==> src/rtl/quickq_deq_ctrl.sv <==
// Purpose : dequeue-side controller for the QuickQ sorted BRAM queue. Reads the
//           head (address 0), presents it on deq_valid/deq_ready, shifts entries
//           1..cnt_q-1 down by one, writes SENTINEL into the freed slot and pulses cnt_dec.
// Latency : request to deq_valid 3 cycles; handshake to cnt_dec 2*(cnt_q-1)+2 cycles.
// Backpr. : deq_data/deq_valid held stable in PRESENT until deq_ready; start held off
//           while enq_busy.
// Ports   : clk, rst_n (async, active low); deq_req/enq_busy/count start the dequeue;
//           deq_valid/deq_ready/deq_data consumer port; busy, cnt_dec, deq_err status;
//           bram_re/bram_rd_addr/bram_rd_data read port (1-cycle latency);
//           bram_we/bram_wr_addr/bram_wr_data write port.
module quickq_deq_ctrl #(
    parameter int              DW       = 32,
    parameter int              DEPTH    = 16,
    parameter int              AW       = $clog2(DEPTH),
    parameter logic [DW-1:0]   SENTINEL = {DW{1'b1}}
) (
    input  logic          clk,
    input  logic          rst_n,
    input  logic          deq_req,
    input  logic          enq_busy,
    input  logic [AW:0]   count,
    output logic          deq_valid,
    input  logic          deq_ready,
    output logic [DW-1:0] deq_data,
    output logic          busy,
    output logic          cnt_dec,
    output logic          deq_err,
    output logic          bram_re,
    output logic [AW-1:0] bram_rd_addr,
    input  logic [DW-1:0] bram_rd_data,
    output logic          bram_we,
    output logic [AW-1:0] bram_wr_addr,
    output logic [DW-1:0] bram_wr_data
);

    typedef enum logic [2:0] {
        IDLE     = 3'd0,
        HEAD_RD  = 3'd1,
        HEAD_CAP = 3'd2,
        PRESENT  = 3'd3,
        SHIFT_RD = 3'd4,
        SHIFT_WR = 3'd5,
        CLEAR    = 3'd6,
        DONE     = 3'd7
    } state_t;

    state_t      state;
    logic [AW:0] idx;
    logic [AW:0] cnt_q;

    // idx and cnt_q carry one extra bit so a full queue (cnt_q == DEPTH) is representable.
    logic [AW:0] idx_p1;
    logic [AW:0] idx_m1;
    logic [AW:0] cnt_m1;

    assign idx_p1 = idx + (AW+1)'(1);
    assign idx_m1 = idx - (AW+1)'(1);
    assign cnt_m1 = cnt_q - (AW+1)'(1);

    always_ff @(posedge clk or negedge rst_n) begin
        if (!rst_n) begin
            state        <= IDLE;
            deq_valid    <= 1'b0;
            deq_data     <= '0;
            idx          <= '0;
            cnt_q        <= '0;
            bram_rd_addr <= '0;
            bram_wr_addr <= '0;
        end else begin
            case (state)
                IDLE: begin
                    if (deq_req && !enq_busy && (count != '0)) begin
                        cnt_q        <= count;
                        bram_rd_addr <= '0;
                        state        <= HEAD_RD;
                    end
                end
                HEAD_RD: begin
                    state <= HEAD_CAP;
                end
                HEAD_CAP: begin
                    deq_data  <= bram_rd_data;
                    deq_valid <= 1'b1;
                    state     <= PRESENT;
                end
                PRESENT: begin
                    if (deq_ready) begin
                        deq_valid <= 1'b0;
                        idx       <= (AW+1)'(1);
                        if (cnt_q == (AW+1)'(1)) begin
                            bram_wr_addr <= cnt_m1[AW-1:0];
                            state        <= CLEAR;
                        end else begin
                            bram_rd_addr <= AW'(1);
                            state        <= SHIFT_RD;
                        end
                    end
                end
                SHIFT_RD: begin
                    // Target address for the write that follows the read.
                    bram_wr_addr <= idx_m1[AW-1:0];
                    state        <= SHIFT_WR;
                end
                SHIFT_WR: begin
                    idx <= idx_p1;
                    if (idx_p1 == cnt_q) begin
                        bram_wr_addr <= cnt_m1[AW-1:0];
                        state        <= CLEAR;
                    end else begin
                        // idx_p1 < cnt_q <= DEPTH here, so the slice cannot wrap.
                        bram_rd_addr <= idx_p1[AW-1:0];
                        state        <= SHIFT_RD;
                    end
                end
                CLEAR: begin
                    state <= DONE;
                end
                DONE: begin
                    state <= IDLE;
                end
                default: begin
                    state <= IDLE;
                end
            endcase
        end
    end

    // Strobes decode straight from state; reads and writes sit in disjoint states,
    // so the BRAM never sees both in one cycle.
    assign bram_re = (state == HEAD_RD) || (state == SHIFT_RD);
    assign bram_we = (state == SHIFT_WR) || (state == CLEAR);
    assign cnt_dec = (state == DONE);
    assign busy    = (state != IDLE);
    assign deq_err = (state == IDLE) && deq_req && (count == '0);

    // Write data selects between the BRAM's own output register (shift) and the
    // empty-slot marker; neither path adds a cycle, and it is zero when idle.
    always_comb begin
        bram_wr_data = '0;
        case (state)
            SHIFT_WR: bram_wr_data = bram_rd_data;
            CLEAR:    bram_wr_data = SENTINEL;
            default:  bram_wr_data = '0;
        endcase
    end

endmodule

==> config.mk <==
export PLATFORM = sky130hd
export DESIGN_NAME = quickq_deq_ctrl
export DESIGN_NICKNAME = d
export VERILOG_FILES = /design/src/rtl/quickq_deq_ctrl.sv
export SDC_FILE = /design/constraint.sdc
export NUM_CORES = 1
export LEC_CHECK = 0
export BUFFER_PORTS_ARGS = -buffer_cell sky130_fd_sc_hd__buf_2
export CAP_MARGIN = 20
export CORE_MARGIN = 8
export CORE_UTILIZATION = 43
export CTS_CLUSTER_SIZE = 30
export DETAILED_ROUTE_END_ITERATION = 8
export MAX_ROUTING_LAYER = met4
export PLACE_DENSITY_LB_ADDON = 0.15
export SLEW_MARGIN = 30
export SYNTH_ARGS = -nofsm -noshare
export SYNTH_HDL_FRONTEND = slang
export SYNTH_SLANG_ARGS = --single-unit
export TNS_END_PERCENT = 10
==> constraint.sdc <==
create_clock -name clk -period 2.3 [get_ports clk]
set_clock_uncertainty 0.1 [all_clocks]
set_input_delay 0.575 -clock clk [delete_from_list [all_inputs] [get_ports clk]]
set_output_delay 0.575 -clock clk [all_outputs]
set_load 0.03 [all_outputs]
After elaboration in Yosys (flattened, before gate mapping)
Index checks and enable logic that the tools add are counted.
W data, S select, Z words.

operators by class
  add/sub/neg operators = 3
  eq/ne operators = 15
  reductions and logical operators = 21
  multiplexer cells = 19

operators by type and width
  operator               number
  $pmux W32 S2           1
  $mux W4                7
  $pmux W3 S8            1
  $pmux W4 S3            2
  $eq A3 B3 Y1 const B   4
  $ne A2 B2 Y1 const B   6
  $pmux W5 S2            1
  $reduce_bool A3 Y1     3
  $reduce_and A2 Y1      4
  $sub A4 B1 Y4 const B  2
  $eq A3 B2 Y1 const B   2
  $mux W3                2
  $add A5 B1 Y5 const B  1
  $eq A5 B1 Y1 const B   1
  $eq A5 B5 Y1           1
  $logic_not A5 Y1       1
  $mux W5                1
  $reduce_and A5 Y1      1
  $reduce_bool A5 Y1     1
  $logic_and A1 B1 Y1    4
  $mux W2                2
  $reduce_and A4 Y1      1
  $reduce_bool A2 Y1     2
  $eq A3 B1 Y1 const B   1
  5 further kinds        6

storage, ports and cells
  register bits = 54
  word-level logic and storage cells = 65
  input port bits = 42
  output and inout port bits = 78

Longest topological paths before layout
  depth in word-level cells = 5
  gate-level depth with buffers = 7
  depth with buffers taken out = 6

Worst setup path after synthesis
Ideal clock, no wire load.

  kind = in2out
  start point = input count[0]
  end point = output deq_err
  arrival time = 1.846 ns
  slack = -0.221 ns
  data required time = 1.625 ns
  stages on the path = 2
  cells stage by stage = or4_1 nor3_1

on the way
  cells in the longest elaborated chain, start to end = 2

ends and longest elaborated chain
  item                 line  text
  start, declared      21    input logic [AW:0] count,
  $logic_not A5 Y1     134   assign deq_err = (state == IDLE) && deq_req && (count == '0);
  $logic_and A1 B1 Y1  134
  end, declared        27    output logic deq_err,

No other way between the ends.

Worst setup path in the final report
  start point = register state[0]
  end point = output bram_wr_data[13]

on the way
  cells in the longest elaborated chain, start to end = 2

ends and longest elaborated chain
  item                    line  text
  start, declared         47    state_t state;
  start signal, assigned  62    state <= IDLE;
  start signal, assigned  75    state <= HEAD_RD;
  start signal, assigned  79    state <= HEAD_CAP;
  $eq A3 B3 Y1            140   case (state)
  $pmux W32 S2 *          140
  end, declared           33    output logic [DW-1:0] bram_wr_data

Every way passes the cells marked *; elsewhere a longest branch is shown, timed or not.

==> results.sh <==
export IMPL_status="completed"
export IMPL_synth_nets=280
export IMPL_regToRegSetupSlack_ps=30
export IMPL_synth_area_leaders="dfrtp_1 49%, mux2_2 16%, a21o_1 9.2%, o21ai_0 2.0%, mux2i_1 1.8%"
export IMPL_drtIter0Drc=48
export IMPL_dp_cells=441
export IMPL_layout_commonest_cell="buf_2"
export IMPL_fin_crit_ps=2280
export IMPL_antennaDiodeCount=0
export IMPL_fill_cells=485
export IMPL_wire_per_inst_um=18.2
export IMPL_required_ps=1620
export IMPL_cap_violations=0
export IMPL_critPathLaunchType="flip-flop"
export IMPL_yosys_area_top_type="dfrtp_1"
export IMPL_total_power_mw=7.09
export IMPL_reg2regPathDepth=6
export IMPL_hpwl_um=5720
export IMPL_die_h_um=96.2
export IMPL_grt_max_degree=37
export IMPL_cp_cell_sequence="buf_6 -> nor2_4 -> buf_12 -> a21o_1 -> buf_2"
export IMPL_synth_cell_types=40
export IMPL_grt_util_all_layers=0.169
export IMPL_cts_root_buffer="clkbuf_8"
export IMPL_multi_input_area_um2=1430
export IMPL_hold_slack_ps=101
export IMPL_cts_tree="yes"
export IMPL_syn_area_um2=2770
export IMPL_avgSynthCellArea_um2=11.7
export IMPL_vias_per_cell=5.27
export IMPL_leakage_nw=2.29
export IMPL_fin_ws_ps=17.6
export IMPL_reg2reg_from="idx[0]$_DFFE_PN0P_"
export IMPL_gr_total_overflow=0
export IMPL_antenna_found_initial=0
export IMPL_final_cell_mix="87 x buf_2, 52 x dfrtp_1, 46 x buf_4"
export IMPL_final_core_util=0.664
export IMPL_route_detailed_drc=0
export IMPL_clockBufferDepth=2
export IMPL_slew_headroom=0.702
export IMPL_finalSetupViolCount=0
export IMPL_portBuffers=119
export IMPL_cpMaxStageDelayCell="dfrtp_2"
export IMPL_dpl_instance_area_um2=3630
export IMPL_drive_above_1_share=0.580
export IMPL_worstSetupPathType="reg2out"
export IMPL_fin_tns_setup_ps=0
export IMPL_floorplan_initialDensity=0.441
export IMPL_num_vias=2449
export IMPL_ios=120
export IMPL_path_buf_inv=3
export IMPL_routed_wl_um=8450
export IMPL_synth_cells=236
export IMPL_die_area_um2=9260
export IMPL_die_w_um=96.2
export IMPL_maxSlewViolCount=0
export IMPL_dp_slack_ps=-18.0
export IMPL_path_clk_slew_ps=100
export IMPL_rsz0062_at_grt="yes"
export IMPL_grt_pass1_wl_um=11900
export IMPL_p_per_area_nw_per_um2=1700
export IMPL_final_cell_area_um2=4170
export IMPL_end_kind="output pin"
export IMPL_syn_to_final_growth_pct=50.6
export IMPL_period_share=0.992
export IMPL_synth_top_area_frac=0.488
export IMPL_ys_ff_latch=54
export IMPL_instances_no_fill=465
export IMPL_cts_buffers=5
export IMPL_clock_sinks=54
export IMPL_path_max_fanout=8
export IMPL_cpPeakStageDelay_ps=460
export IMPL_hp_class="in2async"
export IMPL_cts_htree_levels=2
export IMPL_drtAntennaViolNets=0
export IMPL_synth_warnings=0
export IMPL_critPathArrivalTime_ps=1610
export IMPL_insertion_delay_ps=300
export IMPL_r2r_end="bram_wr_addr[0]$_DFFE_PN0P_"
export IMPL_core_um2=6280
export IMPL_ys_seq_area_frac=0.488
export IMPL_grt_pass1_vias=2517
export IMPL_peakVddDrop_uv=1010
export IMPL_dr_pass1_iters=4
export IMPL_fmaxAchievable_mhz=438
export IMPL_seqCellArea_um2=1350
export IMPL_cpLargestDelayFamily="buffers and inverters"
export IMPL_worst_slew_pin_slew_ps=447
export IMPL_gp_congestion=0.877
export IMPL_fin_nets=431
export IMPL_finalHoldViolations=0
export IMPL_row_count=29
==> cell usage after synthesis <==
cell type / number
a41o_1: 1
a221oi_4: 1
nor3_1: 4
dfrtp_1: 54
and3b_1: 1
buf_6: 1
o21ai_0: 11
buf_2: 1
and3_2: 1
o21a_1: 1
or4_1: 1
ha_1: 2
mux2_2: 40
o22ai_1: 1
and3_1: 1
or4_4: 1
clkbuf_1: 12
xor2_1: 5
inv_1: 6
nand2b_1: 4
a22o_1: 1
a21oi_1: 2
nor2b_1: 2
a32o_1: 2
a21bo_2: 1
xnor3_1: 2
o21bai_1: 1
a21o_1: 34
o211a_1: 1
a2bb2oi_1: 1
xnor2_1: 5
nand2_1: 13
mux2i_1: 5
or3_1: 1
nand3_1: 2
nor4_1: 1
or3_4: 1
nor2_1: 9
and4b_1: 1
o211ai_1: 2
==> power by group <==
part	total (mW)	switching, mW	internal (mW)
combinational	4.66	2.62	2.04
clock	0.672	0.313	0.358
sequential	1.76	0.335	1.42
==> sequential cells by signal, summed over array words and instances, names as in the netlist <==
| name | cells |
|---|---|
| idx | 5 |
| deq_data | 32 |
| bram_wr_addr | 4 |
| cnt_q | 5 |
| bram_rd_addr | 4 |
| deq_valid | 1 |
| state | 3 |
==> cells by family after synthesis <==
kind of cell	count (synthesis)	synth area share
xor gates and xnor gates	12	0.0479
muxes	45	0.181
AOI/OAI and AO/OA	60	0.163
adders and majority gates	2	0.00904
and+or+nand+nor	43	0.0813
DFF	54	0.488
buffers and inverters	20	0.0303
==> worst max-delay path by stage <==
stage,from,end,slack (ps),cells after the start
final,state[0]$_DFFE_PN0P_,bram_wr_data[13],20,5
after global routing,state[1]$_DFFE_PN0P_,bram_wr_data[22],-50,6
after CTS,idx[1]$_DFFE_PN0P_,bram_wr_addr[0]$_DFFE_PN0P_,0.3,6
after detailed placement,count[0],deq_err,-20,4
after global placement,count[0],deq_err,-6,4
after floorplan,idx[0]$_DFFE_PN0P_,bram_wr_addr[0]$_DFFE_PN0P_,-30,6
==> worst register-to-register path, cell delays in order, from the launching register on <==
cell	delay [ps]
dfrtp_1	430
ha_4	180
xnor3_1	220
a2bb2oi_2	70
or3_4	400
a221oi_4	420
mux2_4	340
==> area by class of cell <==
class	instances	area share
multi-input combinational	162	0.343
sequential	54	0.325
timing repair buffer	158	0.275
tap	77	0.0231
clock buffer	6	0.0198
clock inverter	2	0.00930
inverter	6	0.00540
==> metal layers <==
layer  GRT usage  vias to the layer above  wire length, um
met3      0.0468                        6              438
li1            -                     1146                -
met5           -                        -                0
met4      0.0410                        0               69
met2       0.272                       84             4330
met1       0.205                     1213             3610
==> repair_timing <==
item                       CTS  global route
setup buffers                0            11
resized for setup            5            96
setup endpoints to repair   16            36
hold buffers                 0             0
pin swaps                    1             6
gates cloned                 0             5
No activity file was read; power rests on OpenSTA's default activity.
